[config.mk]
export PLATFORM = sky130hd
export DESIGN_NAME = fir_core_rr_scheduler
export DESIGN_NICKNAME = d
export VERILOG_FILES = /design/src/rtl/fir_core_rr_scheduler.sv
export SDC_FILE = /design/constraint.sdc
export NUM_CORES = 1
export LEC_CHECK = 0
export ABC_AREA = 0
export ABC_CLOCK_PERIOD_IN_PS = 4000
export CORE_UTILIZATION = 48
export CTS_CLUSTER_DIAMETER = 200
export CTS_CLUSTER_SIZE = 16
export DETAILED_ROUTE_END_ITERATION = 16
export PLACE_DENSITY = 0.86
export SYNTH_ARGS = -nofsm -noshare
export SYNTH_HDL_FRONTEND = slang
export SYNTH_SLANG_ARGS = --single-unit
[constraint.sdc]
create_clock -name ap_clk -period 4 [get_ports ap_clk]
set_input_delay 0.8 -clock ap_clk [delete_from_list [all_inputs] [get_ports ap_clk]]
set_output_delay 0.8 -clock ap_clk [all_outputs]
set_load 0.005 [all_outputs]
[src/rtl/fir_core_rr_scheduler.sv]
// Round-robin scheduler that time-shares one ap_ctrl_hs FIR core among NREQ requesters,
// sequencing the start/ready/done handshake and aborting hung transactions via a watchdog.
module fir_core_rr_scheduler #(
    parameter int unsigned NREQ    = 4,
    parameter int unsigned DATA_W  = 16,
    parameter int unsigned RES_W   = 32,
    parameter int unsigned TIMEOUT = 1024
) (
    input  logic                     ap_clk,
    input  logic                     ap_rst_n,
    input  logic [NREQ-1:0]          req_start,
    input  logic [NREQ*DATA_W-1:0]   req_x,
    output logic [NREQ-1:0]          req_done,
    output logic [NREQ-1:0]          req_err,
    output logic [RES_W-1:0]         req_y,
    output logic                     core_ap_start,
    input  logic                     core_ap_ready,
    input  logic                     core_ap_done,
    output logic [DATA_W-1:0]        core_x,
    input  logic [RES_W-1:0]         core_ap_return,
    output logic                     busy,
    output logic                     err_sticky,
    output logic [31:0]              txn_count
);

    localparam int unsigned IDX_W = (NREQ > 1) ? $clog2(NREQ) : 1;
    localparam int unsigned WD_W  = $clog2(TIMEOUT);

    typedef enum logic [1:0] {StIdle, StStart, StWaitDone, StResp} state_e;

    state_e                state_q, state_d;
    logic [IDX_W-1:0]      ptr_q, ptr_d, grant_q, grant_d, arb_idx, cand;
    logic                  arb_valid;
    logic [WD_W-1:0]       wdog_q, wdog_d;
    logic [DATA_W-1:0]     core_x_q, core_x_d;
    logic [RES_W-1:0]      req_y_q, req_y_d;
    logic [NREQ-1:0]       req_done_q, req_done_d, req_err_q, req_err_d;
    logic                  err_sticky_q, err_sticky_d;
    logic [31:0]           txn_count_q, txn_count_d;
    logic                  core_ap_start_q, busy_q;
    logic [DATA_W-1:0]     x_arr [NREQ];

    for (genvar i = 0; i < NREQ; i++) begin : g_x_unpack
        assign x_arr[i] = req_x[i*DATA_W +: DATA_W];
    end

    // Lowest offset from the rr pointer wins; scanning downward lets it overwrite last.
    always_comb begin
        arb_valid = 1'b0;
        arb_idx   = '0;
        cand      = '0;
        for (int k = int'(NREQ) - 1; k >= 0; k--) begin
            cand = IDX_W'((int'(ptr_q) + k) % int'(NREQ));
            if (req_start[cand]) begin
                arb_valid = 1'b1;
                arb_idx   = cand;
            end
        end
    end

    always_comb begin
        state_d      = state_q;
        ptr_d        = ptr_q;
        grant_d      = grant_q;
        wdog_d       = wdog_q;
        core_x_d     = core_x_q;
        req_y_d      = req_y_q;
        req_done_d   = '0;
        req_err_d    = '0;
        err_sticky_d = err_sticky_q;
        txn_count_d  = txn_count_q;
        unique case (state_q)
            StIdle: begin
                if (arb_valid) begin
                    state_d  = StStart;
                    grant_d  = arb_idx;
                    core_x_d = x_arr[arb_idx];
                    wdog_d   = '0;
                end
            end
            StStart, StWaitDone: begin
                // done on the expiry cycle still completes normally
                if (core_ap_done) begin
                    state_d             = StResp;
                    req_y_d             = core_ap_return;
                    req_done_d[grant_q] = 1'b1;
                    txn_count_d         = (txn_count_q != '1) ? txn_count_q + 32'd1
                                                              : txn_count_q;
                    ptr_d = (grant_q == IDX_W'(NREQ - 1)) ? '0 : grant_q + IDX_W'(1);
                end else if (wdog_q == WD_W'(TIMEOUT - 1)) begin
                    state_d            = StIdle;
                    req_err_d[grant_q] = 1'b1;
                    err_sticky_d       = 1'b1;
                    ptr_d = (grant_q == IDX_W'(NREQ - 1)) ? '0 : grant_q + IDX_W'(1);
                end else begin
                    wdog_d = wdog_q + WD_W'(1);
                    if (state_q == StStart && core_ap_ready) begin
                        state_d = StWaitDone;
                    end
                end
            end
            StResp: state_d = StIdle;
            default: state_d = StIdle;
        endcase
    end

    always_ff @(posedge ap_clk or negedge ap_rst_n) begin
        if (!ap_rst_n) begin
            state_q         <= StIdle;
            ptr_q           <= '0;
            grant_q         <= '0;
            wdog_q          <= '0;
            core_x_q        <= '0;
            req_y_q         <= '0;
            req_done_q      <= '0;
            req_err_q       <= '0;
            err_sticky_q    <= 1'b0;
            txn_count_q     <= '0;
            core_ap_start_q <= 1'b0;
            busy_q          <= 1'b0;
        end else begin
            state_q         <= state_d;
            ptr_q           <= ptr_d;
            grant_q         <= grant_d;
            wdog_q          <= wdog_d;
            core_x_q        <= core_x_d;
            req_y_q         <= req_y_d;
            req_done_q      <= req_done_d;
            req_err_q       <= req_err_d;
            err_sticky_q    <= err_sticky_d;
            txn_count_q     <= txn_count_d;
            core_ap_start_q <= (state_d == StStart);
            busy_q          <= (state_d == StStart) || (state_d == StWaitDone);
        end
    end

    assign req_done      = req_done_q;
    assign req_err       = req_err_q;
    assign req_y         = req_y_q;
    assign core_ap_start = core_ap_start_q;
    assign core_x        = core_x_q;
    assign busy          = busy_q;
    assign err_sticky    = err_sticky_q;
    assign txn_count     = txn_count_q;

endmodule

==> flow_summary_export.csv <==
group,metric,value,unit
synth,avgSynthCellArea,10.03,um^2
routing,post-route-drc-count,0,
outcome,outcome,"complete, no violations",
cts,cts_tree,"yes",
floorplanning,io_pins,195,
cts,cts.sinks,107,
global_routing,antenna_found_initial,0,
cts,clockRootBuffer,"clkbuf_8",
power_and_ir_drop,intPower,2667,uW
layout,fin_nets,814,
routing,dr.pass1.iters,4,
power_and_ir_drop,power-per-cell-area,570.3,mW/mm^2
cts,post_cts_resized,0,
cts,cts_max_path_buffers,2,
routing,vias,4517,
place,post-dp-hpwl,10090,um
layout,final_area,0.007365,mm^2
synth,ys_ff_latch,107,
synth,ys_top_cells_by_area,"dfrtp_1 (52%), nand2_1 (10%), mux2i_1 (6.3%)",
synth,yosysTopAreaCell,"dfrtp_1",
synth,netlist_instances,509,
floorplanning,rows,37,
power_and_ir_drop,p_sw,1533,uW
critical_path,critPathTopFamily,"simple AND/OR/NAND/NOR gates",
critical_path,max_stage_delay,540,ps
critical_path,crit_chain,"clkdlybuf4s50_1, nor4_1, nand2b_1, buf_4, nand2b_1, o221ai_1",
place,portBuffers,194,
critical_path,worstPathMaxFanout,23,
layout,final_cells,842,
timing,fmax,362.3,MHz
power_and_ir_drop,ir_drop,0.3090,mV
timing,rsz0062_at_grt,"no",
floorplanning,die_w,105.1,um
synth,synthMuxAreaShare,0.07379,
critical_path,cp_slowest_cell,"nand2b_1",
synth,yosys.cell_types.count,48,
place,place_area,0.007186,mm^2
global_routing,grt-ovfl-total,0,
floorplanning,coreArea,0.01032,mm^2
synth,synthXorXnorAreaFrac,0.05320,
timing,finalMaxSlewViolations,0,
global_routing,grt_pass1_wl,21890,um
synth,synth_top_family_by_area,"simple AND/OR/NAND/NOR gates",
synth,synth_adder_area_share,0.02206,
timing,period_needed,2760,ps
layout,drive_above_1_share,0.04816,
synth,syn_nets,622,
place,place_inst,826,
hold_path,holdCritPathClass,"in2async",
power_and_ir_drop,power_switching_share,0.3651,
layout,utilization,0.7134,
global_routing,grt_pass1_vias,4647,
timing,worstMarginPinSlew,776.5,ps
synth,netlist_area,0.005104,mm^2
floorplanning,die_h,105.1,um
layout,final_common_cell,"clkdlybuf4s50_1",
cts,cts_buffers,9,
floorplanning,initial_core_util,0.4944,
timing,relSlewSlack,0.4823,
synth,synth_edf_count,0,
critical_path,cp.buffers_inverters,2,
critical_path,start_kind,"input pin",
power_and_ir_drop,combPwrFrac,0.460,
timing,min_period_over_period,0.6900,
synth,yosys.area_share.simple,0.2248,
cts,clkTransAtPathRegs,100,ps
global_routing,grt_max_degree,63,
power_and_ir_drop,p_clk_frac,0.145,
routing,antenna_left,0,
synth,synthFlopType,"dfrtp_1",
timing,hold_ws,483.0,ps
timing,clock_skew,19.72,ps
cts,post-cts-setup-buffers,0,
global_routing,grt_use_total,0.2488,
routing,via_per_inst,5.365,
critical_path,path_common_cell,"nand2b_1",
critical_path,arrival,2980,ps
critical_path,crit_path_end_kind,"flop",
timing,tns,0,ps
power_and_ir_drop,p_leak,0.003372,uW
synth,synth_compound_area_frac,0.07845,
layout,mostFrequentLayoutCells,"clkdlybuf4s50_1 (193), nand2_1 (139), dfrtp_1 (107)",
cts,clock_latency,370,ps
synth,yosysSeqAreaShare,0.5246,
routing,wl_per_cell,15.72,um
critical_path,worstSetupPathType,"in2reg",
layout,area_growth,44.30,%
routing,drtIter0Drc,242,
flow_run,maxCapViolCount,0,
timing,finalHoldViolCount,0,
power_and_ir_drop,seq_power_share,0.395,
cts,cts-hold-fix-buffers,0,
layout,nFillCells,765,
cts,htreeDepth,3,
layout,num_antenna_cells,0,
timing,setup_viol,0,
synth,synth_warnings,0,
routing,wirelength,13230,um
synth,ys_async_sr_fraction,1.000,
critical_path,crit_required,4220,ps
floorplanning,dieArea,0.01105,mm^2
place,gp_congestion,0.8807,
synth,synth_top_area_share,0.5246,
cell usage after synthesis, types with 9 or more instances:
cell      count
nor2_1       19
and3_1       10
nand4_1      14
mux2i_1      32
and2_1       11
o221ai_1     16
dfrtp_1     107
xor2_1       11
ha_1          9
nand2_1     139
nand3_1      19
inv_1        10
clkbuf_1     10
xnor2_1      20
state kept, by name, indices dropped and copies added (netlist names):
register / flops
busy: 1
core_ap_start: 1
core_x: 16
err_sticky: 1
grant_q: 2
ptr_q: 2
req_done: 4
req_err: 4
req_y: 32
state_q: 2
txn_count: 32
wdog_q: 10
worst reg2reg max path, stage by stage, from the launching register on:
cell and delay (ps):
dfrtp_1 390, inv_1 80, ha_1 560, and2_1 560, nand2_1 200, a211oi_2 430, nand3_1 150, xnor2_1 140
final timing paths:
kind                                  to  cells past startpoint          from  slack (ps)
min reg2reg                    req_y[28]                      2     req_y[28]         490
max in group asynchronous    req_done[0]                      2      ap_rst_n        2660
min                        txn_count[30]                      1      ap_rst_n         480
max reg2reg                txn_count[14]                      7    state_q[1]        1370
min in group ap_clk            req_y[28]                      2     req_y[28]         490
max                           core_x[13]                      6  req_start[3]        1240
final cells by class:
class | count | area, um^2 | area share
Tap cell | 136 | 170.2 | 0.02311
Clock inverter | 7 | 55.05 | 0.007475
Multi-Input combinational cell | 373 | 2316 | 0.3145
Clock buffer | 9 | 123.9 | 0.01682
Sequential cell | 107 | 2678 | 0.3636
Inverter | 10 | 37.54 | 0.005097
Timing Repair Buffer | 200 | 1984 | 0.2695
kinds of logic after synthesis:
| group | Yosys count |
|---|---|
| fa+ha+maj | 9 |
| flops | 107 |
| xor+xnor | 31 |
| simple gates | 243 |
| compound gates | 53 |
| mux | 37 |
| buf+inv | 29 |
power by group through the flow:
stage,combinational (uW),clock [uW],sequential (uW)
after global routing,2130,662,1710
after floorplan,971,0,1660
after global placement,1870,0,1660
final,1930,607,1660
after detailed placement,1950,0,1670
after CTS,1960,621,1660
metrics by stage:
step,power [uW],setup slack (ps)
finish,4200,1240
global route,4496,1012
CTS,4235,1247
detailed placement,3622,869.4
global placement,3532,1045
floorplan,2630,1747
metal layers:
metal	global-route usage	vias to the layer above	wire length, um
met1	0.2971	2161	5303
li1	-	2144	-
met3	0.04616	29	840
met5	0	-	0
met4	0.1217	0	331
met2	0.4314	183	6759
No activity file was read; power rests on OpenSTA's default activity.
